[src/rtl/lc3_decode_pipe_if.sv]
// lc3_decode_pipe_if: fetch-side and execute-side handshake bundle.
// Optional illegal flag present when LC3_DECODE_ILLEGAL_EN is defined.
interface lc3_decode_pipe_if #(
  parameter int ADDR_W = 16,
  parameter int CNT_W  = 2
) ();
  logic              in_valid;
  logic              in_ready;
  logic [15:0]       Imem_dout;
  logic [ADDR_W-1:0] npc_in;
  logic              out_valid;
  logic              out_ready;
  logic [15:0]       IR;
  logic [ADDR_W-1:0] npc_out;
  logic [5:0]        E_Control;
  logic [1:0]        W_Control;
  logic              Mem_Control;
  logic [CNT_W-1:0]  count;
`ifdef LC3_DECODE_ILLEGAL_EN
  logic              illegal;
`endif

  modport slave (
`ifdef LC3_DECODE_ILLEGAL_EN
    output illegal,
`endif
    input  in_valid, Imem_dout, npc_in, out_ready,
    output in_ready, out_valid, IR, npc_out,
    output E_Control, W_Control, Mem_Control, count
  );

  modport master (
`ifdef LC3_DECODE_ILLEGAL_EN
    input  illegal,
`endif
    output in_valid, Imem_dout, npc_in, out_ready,
    input  in_ready, out_valid, IR, npc_out,
    input  E_Control, W_Control, Mem_Control, count
  );
endinterface

[src/rtl/lc3_decode_pipe.sv]
// lc3_decode_pipe: LC3 decode stage with a DEPTH-entry decoded FIFO.
// Define LC3_DECODE_ILLEGAL_EN to add the per-entry illegal flag.
module lc3_decode_pipe #(
  parameter int ADDR_W = 16,
  parameter int DEPTH  = 2,
  parameter int CNT_W  = $clog2(DEPTH+1)
) (
  input logic clk,
  input logic rst,
  input logic flush,
  lc3_decode_pipe_if.slave bus
);
  localparam int PTR_W = $clog2(DEPTH);
`ifdef LC3_DECODE_ILLEGAL_EN
  localparam int CTL_W = 10;
`else
  localparam int CTL_W = 9;
`endif
  localparam logic [CNT_W-1:0] FULL = CNT_W'(DEPTH);

  logic [15:0]       r_ir_mem  [DEPTH];
  logic [ADDR_W-1:0] r_npc_mem [DEPTH];
  logic [CTL_W-1:0]  r_ctl_mem [DEPTH];

  logic [PTR_W-1:0]  r_rd_ptr;
  logic [PTR_W-1:0]  r_wr_ptr;
  logic [CNT_W-1:0]  r_count;
  logic              r_valid;
  logic [15:0]       r_ir;
  logic [ADDR_W-1:0] r_npc;
  logic [CTL_W-1:0]  r_ctl;

  logic              w_in_ready;
  logic              w_push;
  logic              w_pop;
  logic [5:0]        w_e;
  logic [1:0]        w_w;
  logic              w_m;
  logic [CTL_W-1:0]  w_ctl;
  logic [CNT_W-1:0]  w_cnt_nxt;
  logic [PTR_W-1:0]  w_rd_nxt;
  logic [15:0]       w_hd_ir;
  logic [ADDR_W-1:0] w_hd_npc;
  logic [CTL_W-1:0]  w_hd_ctl;
`ifdef LC3_DECODE_ILLEGAL_EN
  logic              w_ill;
`endif

  assign w_in_ready = (r_count < FULL);
  assign w_push = bus.in_valid & w_in_ready;
  assign w_pop  = r_valid & bus.out_ready;

  // Decode the incoming word into {alu, pcsel1, pcsel2, op2sel}, wb, mem.
  always_comb begin
    w_e = '0;
    w_w = '0;
    w_m = 1'b0;
`ifdef LC3_DECODE_ILLEGAL_EN
    w_ill = 1'b0;
`endif
    unique case (bus.Imem_dout[15:12])
      4'b0001: w_e = {5'b00000, ~bus.Imem_dout[5]};
      4'b0101: w_e = {5'b01000, ~bus.Imem_dout[5]};
      4'b1001: w_e = 6'b100000;
      4'b0000: w_e = 6'b000110;
      4'b1100: w_e = 6'b001100;
      4'b0100: begin
        w_e = bus.Imem_dout[11] ? 6'b000010 : 6'b001100;
        w_w = 2'b10;
      end
      4'b0010: begin
        w_e = 6'b000110;
        w_w = 2'b01;
      end
      4'b1010: begin
        w_e = 6'b000110;
        w_w = 2'b01;
        w_m = 1'b1;
      end
      4'b0110: begin
        w_e = 6'b001000;
        w_w = 2'b01;
      end
      4'b1110: begin
        w_e = 6'b000110;
        w_w = 2'b10;
      end
      4'b0011: w_e = 6'b000110;
      4'b1011: begin
        w_e = 6'b000110;
        w_m = 1'b1;
      end
      4'b0111: w_e = 6'b001000;
`ifdef LC3_DECODE_ILLEGAL_EN
      4'b1000, 4'b1101: w_ill = 1'b1;
`endif
      default: ;
    endcase
`ifdef LC3_DECODE_ILLEGAL_EN
    w_ctl = {w_ill, w_e, w_w, w_m};
`else
    w_ctl = {w_e, w_w, w_m};
`endif
  end

  // Pick the entry that will sit at the head after this edge.
  always_comb begin
    w_cnt_nxt = r_count;
    if (w_push && !w_pop) w_cnt_nxt = r_count + CNT_W'(1);
    if (!w_push && w_pop) w_cnt_nxt = r_count - CNT_W'(1);
    w_rd_nxt = w_pop ? r_rd_ptr + PTR_W'(1) : r_rd_ptr;
    w_hd_ir  = r_ir_mem[w_rd_nxt];
    w_hd_npc = r_npc_mem[w_rd_nxt];
    w_hd_ctl = r_ctl_mem[w_rd_nxt];
    if (r_count == '0 || (w_pop && r_count == CNT_W'(1))) begin
      w_hd_ir  = bus.Imem_dout;
      w_hd_npc = bus.npc_in;
      w_hd_ctl = w_ctl;
    end
  end

  // Entry storage; only written entries are ever read back.
  always_ff @(posedge clk) begin
    if (rst && !flush && w_push) begin
      r_ir_mem[r_wr_ptr]  <= bus.Imem_dout;
      r_npc_mem[r_wr_ptr] <= bus.npc_in;
      r_ctl_mem[r_wr_ptr] <= w_ctl;
    end
  end

  // Pointers, occupancy and the registered head outputs.
  always_ff @(posedge clk) begin
    if (!rst) begin
      r_rd_ptr <= '0;
      r_wr_ptr <= '0;
      r_count  <= '0;
      r_valid  <= 1'b0;
      r_ir     <= '0;
      r_npc    <= '0;
      r_ctl    <= '0;
    end else if (flush) begin
      r_rd_ptr <= '0;
      r_wr_ptr <= '0;
      r_count  <= '0;
      r_valid  <= 1'b0;
    end else begin
      r_rd_ptr <= w_rd_nxt;
      if (w_push) r_wr_ptr <= r_wr_ptr + PTR_W'(1);
      r_count  <= w_cnt_nxt;
      r_valid  <= (w_cnt_nxt != '0);
      if (w_cnt_nxt != '0) begin
        r_ir  <= w_hd_ir;
        r_npc <= w_hd_npc;
        r_ctl <= w_hd_ctl;
      end
    end
  end

  assign bus.in_ready    = w_in_ready;
  assign bus.out_valid   = r_valid;
  assign bus.IR          = r_ir;
  assign bus.npc_out     = r_npc;
  assign bus.E_Control   = r_ctl[8:3];
  assign bus.W_Control   = r_ctl[2:1];
  assign bus.Mem_Control = r_ctl[0];
  assign bus.count       = r_count;
`ifdef LC3_DECODE_ILLEGAL_EN
  assign bus.illegal     = r_ctl[9];
`endif
endmodule
[src/flat_wrapper.sv]
// flat-port wrapper written by rule: the top's interface ports become plain ports
module lc3_decode_pipe_flat 
#(
  parameter int ADDR_W = 16,
  parameter int DEPTH  = 2,
  parameter int CNT_W  = $clog2(DEPTH+1)
)
  (clk, rst, flush, bus_in_valid, bus_Imem_dout, bus_npc_in, bus_out_ready, bus_in_ready, bus_out_valid, bus_IR, bus_npc_out, bus_E_Control, bus_W_Control, bus_Mem_Control, bus_count);
  lc3_decode_pipe_if #(.ADDR_W(ADDR_W), .CNT_W(CNT_W)) bus_i ();
  input logic clk;
  input logic rst;
  input logic flush;
  input wire logic [$bits(bus_i.in_valid)-1:0] bus_in_valid;
  input wire logic [$bits(bus_i.Imem_dout)-1:0] bus_Imem_dout;
  input wire logic [$bits(bus_i.npc_in)-1:0] bus_npc_in;
  input wire logic [$bits(bus_i.out_ready)-1:0] bus_out_ready;
  output wire logic [$bits(bus_i.in_ready)-1:0] bus_in_ready;
  output wire logic [$bits(bus_i.out_valid)-1:0] bus_out_valid;
  output wire logic [$bits(bus_i.IR)-1:0] bus_IR;
  output wire logic [$bits(bus_i.npc_out)-1:0] bus_npc_out;
  output wire logic [$bits(bus_i.E_Control)-1:0] bus_E_Control;
  output wire logic [$bits(bus_i.W_Control)-1:0] bus_W_Control;
  output wire logic [$bits(bus_i.Mem_Control)-1:0] bus_Mem_Control;
  output wire logic [$bits(bus_i.count)-1:0] bus_count;
  assign bus_i.in_valid = bus_in_valid;
  assign bus_i.Imem_dout = bus_Imem_dout;
  assign bus_i.npc_in = bus_npc_in;
  assign bus_i.out_ready = bus_out_ready;
  assign bus_in_ready = bus_i.in_ready;
  assign bus_out_valid = bus_i.out_valid;
  assign bus_IR = bus_i.IR;
  assign bus_npc_out = bus_i.npc_out;
  assign bus_E_Control = bus_i.E_Control;
  assign bus_W_Control = bus_i.W_Control;
  assign bus_Mem_Control = bus_i.Mem_Control;
  assign bus_count = bus_i.count;
  lc3_decode_pipe #(.ADDR_W(ADDR_W), .DEPTH(DEPTH), .CNT_W(CNT_W)) u_core (.clk(clk), .rst(rst), .flush(flush), .bus(bus_i));
endmodule
[config.mk]
export PLATFORM = sky130hd
export DESIGN_NAME = lc3_decode_pipe_flat
export DESIGN_NICKNAME = d
export VERILOG_FILES = /design/src/rtl/lc3_decode_pipe_if.sv /design/src/rtl/lc3_decode_pipe.sv /design/src/flat_wrapper.sv
export SDC_FILE = /design/constraint.sdc
export NUM_CORES = 1
export LEC_CHECK = 0
export CORE_MARGIN = 3
export CORE_UTILIZATION = 48
export CTS_CLUSTER_DIAMETER = 120
export DETAILED_ROUTE_END_ITERATION = 10
export PLACE_DENSITY = 0.75
export SETUP_SLACK_MARGIN = 0.02
export SYNTH_ARGS = -nofsm -noshare
export SYNTH_HDL_FRONTEND = slang
export SYNTH_SLANG_ARGS = --single-unit
[constraint.sdc]
create_clock -name clk -period 4 [get_ports clk]
set_clock_uncertainty 0.2 [all_clocks]
set_input_delay 0.4 -clock clk [delete_from_list [all_inputs] [get_ports clk]]
set_output_delay 0.4 -clock clk [all_outputs]
set_load 0.005 [all_outputs]
### After elaboration in Yosys (flattened, before gate mapping)

Memories as Yosys holds them, arrays and structs flattened.
Cells that the tools add are included.

| cells by class | value |
|---|---|
| reductions and logical operators | 19 |
| $lt $le $gt $ge | 1 |
| bitwise logic cells | 5 |
| equality and inequality tests | 13 |
| add/sub/neg operators | 4 |
| muxes and demuxes | 12 |

Operators by type and width:

| cell | number |
|---|---|
| 6-bit one-hot mux with 7 select lines | 1 |
| 16-bit 2-to-1 mux | 2 |
| 4-bit equality test, second input constant | 5 |
| 4-bit by 3-bit equality test with 1-bit output, second input constant | 4 |
| 9-bit 2-to-1 mux | 1 |
| 4-bit by 2-bit equality test with 1-bit output, second input constant | 2 |
| 2-bit OR reduction | 4 |
| 6-bit OR reduction | 1 |
| 1-bit logical AND | 5 |
| 4-bit by 1-bit equality test with 1-bit output, second input constant | 1 |
| 4-bit zero test | 1 |
| 1-bit 2-to-1 mux | 4 |
| 2-bit 2-to-1 mux | 2 |
| 4-bit 2-to-1 mux | 1 |
| 2-bit one-hot mux with 2 select lines | 1 |
| 1-bit zero test | 3 |
| 1-bit NOT | 3 |
| 3-bit OR reduction | 1 |
| 1-bit adder, second input constant | 2 |
| 2-bit by 1-bit adder with 2-bit output, second input constant | 1 |
| 1-bit AND | 2 |
| 2-bit by 1-bit equality test with 1-bit output, second input constant | 1 |
| 2-bit zero test | 1 |
| 2-bit less-than comparator, second input constant | 1 |
| other kinds (4) | 4 |

| storage, ports and cells | value |
|---|---|
| output and inout port bits | 45 |
| memories kept | 3 |
| word-level logic and storage cells | 64 |
| flip-flop bits (word level) | 46 |
| memory bits (writable) | 82 |
| input port bits | 37 |

Memory list:

| name | words | width | read ports | clocked after Yosys merged registers in | write ports | line | source |
|---|---|---|---|---|---|---|---|
| u_core.r_ir_mem | 2 | 16 | 1 | 0 | 1 | lc3_decode_pipe.sv:21 | `logic [15:0] r_ir_mem [DEPTH];` |
| u_core.r_npc_mem | 2 | 16 | 1 | 0 | 1 | lc3_decode_pipe.sv:22 | `logic [ADDR_W-1:0] r_npc_mem [DEPTH];` |
| u_core.r_ctl_mem | 2 | 9 | 1 | 0 | 1 | lc3_decode_pipe.sv:23 | `logic [CTL_W-1:0] r_ctl_mem [DEPTH];` |

### Logic depth before layout (Yosys ltp)

| depth | value |
|---|---|
| word-level depth | 7 |
| mapped depth | 8 |

### Worst setup path after synthesis

OpenSTA, ideal clock, no wires.

| timing path | value |
|---|---|
| kind | input-to-reg |
| start point | in flush |
| end point | mem u_core.r_ctl_mem[0][0] (enable) |
| setup slack | -0.201 ns |
| required time | 3.310 ns |
| arrival | 3.511 ns |
| stages on the path | 2 |
| cells stage by stage | nand2b_1 -> nor3_1 |

| between the ends | value |
|---|---|
| longest elaborated chain between the ends | 5 |

RTL lines:

| element | line | source |
|---|---|---|
| start, declared | flat_wrapper.sv:12 | `input logic flush;` |
| 1-bit zero test | lc3_decode_pipe.sv:124 | `if (rst && !flush && w_push) begin` |
| 1-bit logical AND (2 in a row) | lc3_decode_pipe.sv:124 |  |
| 1-bit 2-to-1 mux | lc3_decode_pipe.sv:124 |  |
| 1-bit 2-to-1 mux (implied by the code) | lc3_decode_pipe.sv:127 | `r_ctl_mem[r_wr_ptr] <= w_ctl;` |
| end, declared | lc3_decode_pipe.sv:23 |  |

Every way passes these cells.

### Worst setup path in the final report

| timing path | value |
|---|---|
| start point | reg u_core.r_count[0] (netlist: u_core.bus.count[0]) |
| end point | reg u_core.r_npc[15] (netlist: u_core.bus.npc_out[15]) |

| between the ends | value |
|---|---|
| longest elaborated chain between the ends | 7 |

RTL lines:

| element | line | source |
|---|---|---|
| start, declared | lc3_decode_pipe.sv:27 | `logic [CNT_W-1:0] r_count;` |
| start signal, assigned | lc3_decode_pipe.sv:149 | `r_count <= w_cnt_nxt;` |
| 2-bit less-than comparator | lc3_decode_pipe.sv:49 | `assign w_in_ready = (r_count < FULL);` |
| 1-bit AND | lc3_decode_pipe.sv:50 | `assign w_push = bus.in_valid & w_in_ready;` |
| 1-bit logical AND / 1-bit zero test (equally long branches) | lc3_decode_pipe.sv:109, lc3_decode_pipe.sv:110 |  |
| 2-bit 2-to-1 mux / 1-bit logical AND (equally long branches) | lc3_decode_pipe.sv:109, lc3_decode_pipe.sv:110 |  |
| 2-bit 2-to-1 mux | lc3_decode_pipe.sv:110 | `if (!w_push && w_pop) w_cnt_nxt = r_count - CNT_W'(1);` |
| 2-bit nonzero test | lc3_decode_pipe.sv:151 | `if (w_cnt_nxt != '0) begin` |
| 2-bit AND reduction (no source line) | -- |  |
| end signal, assigned | lc3_decode_pipe.sv:153 | `r_npc <= w_hd_npc;` |
| end, declared | lc3_decode_pipe.sv:30 | `logic [ADDR_W-1:0] r_npc;` |

Parallel ways exist; a longest one is shown, timed or not.
A chain may end at the register's enable or synchronous reset.

==> results.md <==
- CTS tree: built
- DRC viols: 0
- Asr flop ratio synth: 0
- Critical Path Sink Type: register
- Fin crit period: 2970 ps
- Post-route ant nets: 0
- Top cells by area, synth: edfxtp_1 47%, dfxtp_1 18%, a22o_1 5.0%
- Layout cells sized above 1: 0.106
- Largest net degree at the start of global routing: 29
- CP arrival: 3220 ps
- Mean area per synthesized cell: about 12 um^2
- Leak: 2.43 nW
- Hold WS: around 270 ps
- Net Sw Frac: 0.218
- Final Hold Viols: 0
- Max-Cap Viols: 0
- Cell Pwr Density: 518 nW/um^2
- WL/cell: 19.0 um
- Max_slew headroom: 0.457
- Final slew viol count: 0
- Register area share after synthesis: 0.648
- Die extent in x: 110 um
- First-pass GRT wire length: just under 20,000 um
- Req. time, crit path: 4250 ps
- Finished Core Util: 0.654
- Gate power share: 0.098
- Ports: 82
- Final net count: roughly 550
- Sequential Power Share: 0.421
- Post-synthesis compound-gate area fraction: 0.191
- Initial Utilization: 0.499
- Htree depth: 4
- Sink Count: 128
- Post-Route WL: roughly 13,000 um
- Post-Synth XOR/XNOR Area: 0.00670
- Post-synthesis simple-gate area fraction: 0.107
- Syn nets: 477
- Startpoint types: register
- Vias in the first global route: 3,828
- Top FF cell, synth: edfxtp_1
- Gate Count Post-Synth: 438
- Num CTS Buffers: 17
- Peak supply drop: 0.264 mV
- Synth top cells by count: 82 x edfxtp_1, 51 x nand3_1, 46 x dfxtp_1, 44 x o21ai_0
- Worst-Skew Late Latency: between 500 and 600 ps
- Worst-path clk slew: 60 ps
- Clock power frac: 0.481
- Mux share of post-synthesis cell area: 0.00192
- Hold Crit Class: register to register
- # diodes: 0
- Pre-antenna DRT Iters: 5
- GRT Residual Overflow: 0
- Synth warn: 0
- CTS resizes: 0
- Clock root cell: clkbuf_8
- Vias per std cell: 6.00
- Mapped Area: between 5000 and 6000 um^2
- Fmax: 0.337 GHz
- Most common cell in the synthesized netlist: edfxtp_1
- RSZ-0062 raised after global routing: no
- Largest family of logic cells by synthesized area: compound AO/OA/AOI/OAI gates
- Gr usage total: 0.213
- Area occupied by multi-input gates: 1680 um^2
- Clock Path Buffers: 2
- Final HPWL from detailed placement: 7810 um
- Top cell type's share of synthesized area: 0.471
- Final period util: 0.742
- Unique masters post-synth: 44
- Vias: 3,977
- CTS Hold Bufs: 0
- Reg area: roughly 3400 um^2
- FP Rows: 37
- CP max FO: 21
- Post-synthesis register bit count: 128
- Number of synthesized flops with an enable pin: 82
- Worst-Margin Slew: 814 ps
- Die ar.: between 10,000 and 15,000 um^2
- Fillcell total: 804
- Iter 0 DRT Violations: 386
- CORE AREA: 10,500 um^2
- Port bufs: 81
- Die height: 110 um
- Initial antenna violation count: 0
- Yosys top cell by area: edfxtp_1
- Status: finished, final reports clean
- Area growth syn-to-layout: 30.9%
- Pint: between 0.002 and 0.003 W
- Setup violators final: 0
- Gpl congestion: 0.866
- NetSw: 0.000772 W
- CP Class: register to register
- Post-CTS Setup Bufs: 0
- Adder-Cell Fraction of Synth Area: 0.00479
[cell usage in the layout (no fill, tap or decap), types with 3 or more instances in the layout]
master           synthesis  final
edfxtp_1                82     82
clkdlybuf4s50_1          0     81
nand3_1                 51     51
dfxtp_1                 46     46
o21ai_0                 44     44
nor2_1                  32     32
a31oi_1                 32     32
a22o_1                  30     30
clkbuf_16                0     16
buf_4                    0     15
a32o_1                  10     10
nand2b_1                 8      8
nand2_1                  8      8
inv_1                    6      6
bufinv_16                0      6
nor3_1                   7      5
o211ai_1                 4      4
and3_1                   3      3
xnor2_1                  3      3
clkinv_4                 0      3
[cell families after synthesis]
family	count (synthesis)
DFF	128
buffers and inverters	47
AOI/OAI and AO/OA	140
muxes	1
and+or+nand+nor	116
xor gates and xnor gates	4
adders and majority gates	2
[power by group through the flow]
stage	combinational, W	sequential, W	clock, W
final	0.000348	0.00149	0.00170
after global routing	0.000381	0.00149	0.00179
after CTS	0.000349	0.00149	0.00172
after detailed placement	0.000345	0.00152	0
after global placement	0.000336	0.00151	0
after floorplan	0.000178	0.00151	0
[path summary, 6_finish.rpt]
path,endpoint,cells after the start,slack (ps),start
setup / recovery,u_core.bus.npc_out[15],7,1030,u_core.bus.count[0]
hold / removal,u_core.r_ctl[7],1,270,u_core.r_ctl[7]
hold reg to reg,u_core.r_ctl[7],1,270,u_core.r_ctl[7]
setup reg to reg,u_core.bus.npc_out[15],7,1030,u_core.bus.count[0]
[metal layers]
metal	track usage	up-vias	share of wire
met1	0.289	1951	0.42
met3	0.0542	19	0.077
met2	0.334	176	0.48
met5	0	-	0
li1	-	1831	-
met4	0.0748	0	0.016
[cell type report]
type | instances | share of cell area
Sequential cell | 128 | 0.495
Multi-Input combinational cell | 263 | 0.245
Timing Repair Buffer | 96 | 0.135
Clock buffer | 18 | 0.0611
Clock inverter | 14 | 0.0348
Tap cell | 136 | 0.0249
Inverter | 8 | 0.00439
[critical path, cell delays in order (launching register included)]
cell      delay [ps]
dfxtp_1          520
inv_1            130
ha_1             340
nand3b_1         220
a221o_1          390
a21boi_4         530
buf_4            360
a22o_1           190
[through the flow]
step	cells	TNS [ps]	worst slack (ps)	total power, W	area [um^2]
after floorplan	438	-16500	-201	0.00169	5230
after global placement	631	0	1040	0.00185	6180
after detailed placement	631	0	945	0.00186	6180
after CTS	663	0	1060	0.00356	6840
after global routing	663	0	887	0.00367	6840
final	663	0	1030	0.00354	6840
[registers in the layout, summed over array words and instances (netlist names)]
register	flops
u_core.r_ir_mem	32
u_core.r_npc_mem	32
u_core.r_ctl_mem	18
u_core.bus.IR	16
u_core.bus.npc_out	16
u_core.r_ctl	9
u_core.bus.count	2
u_core.bus.out_valid	1
u_core.r_rd_ptr	1
u_core.r_wr_ptr	1
No activity file was read; power rests on OpenSTA's default activity.
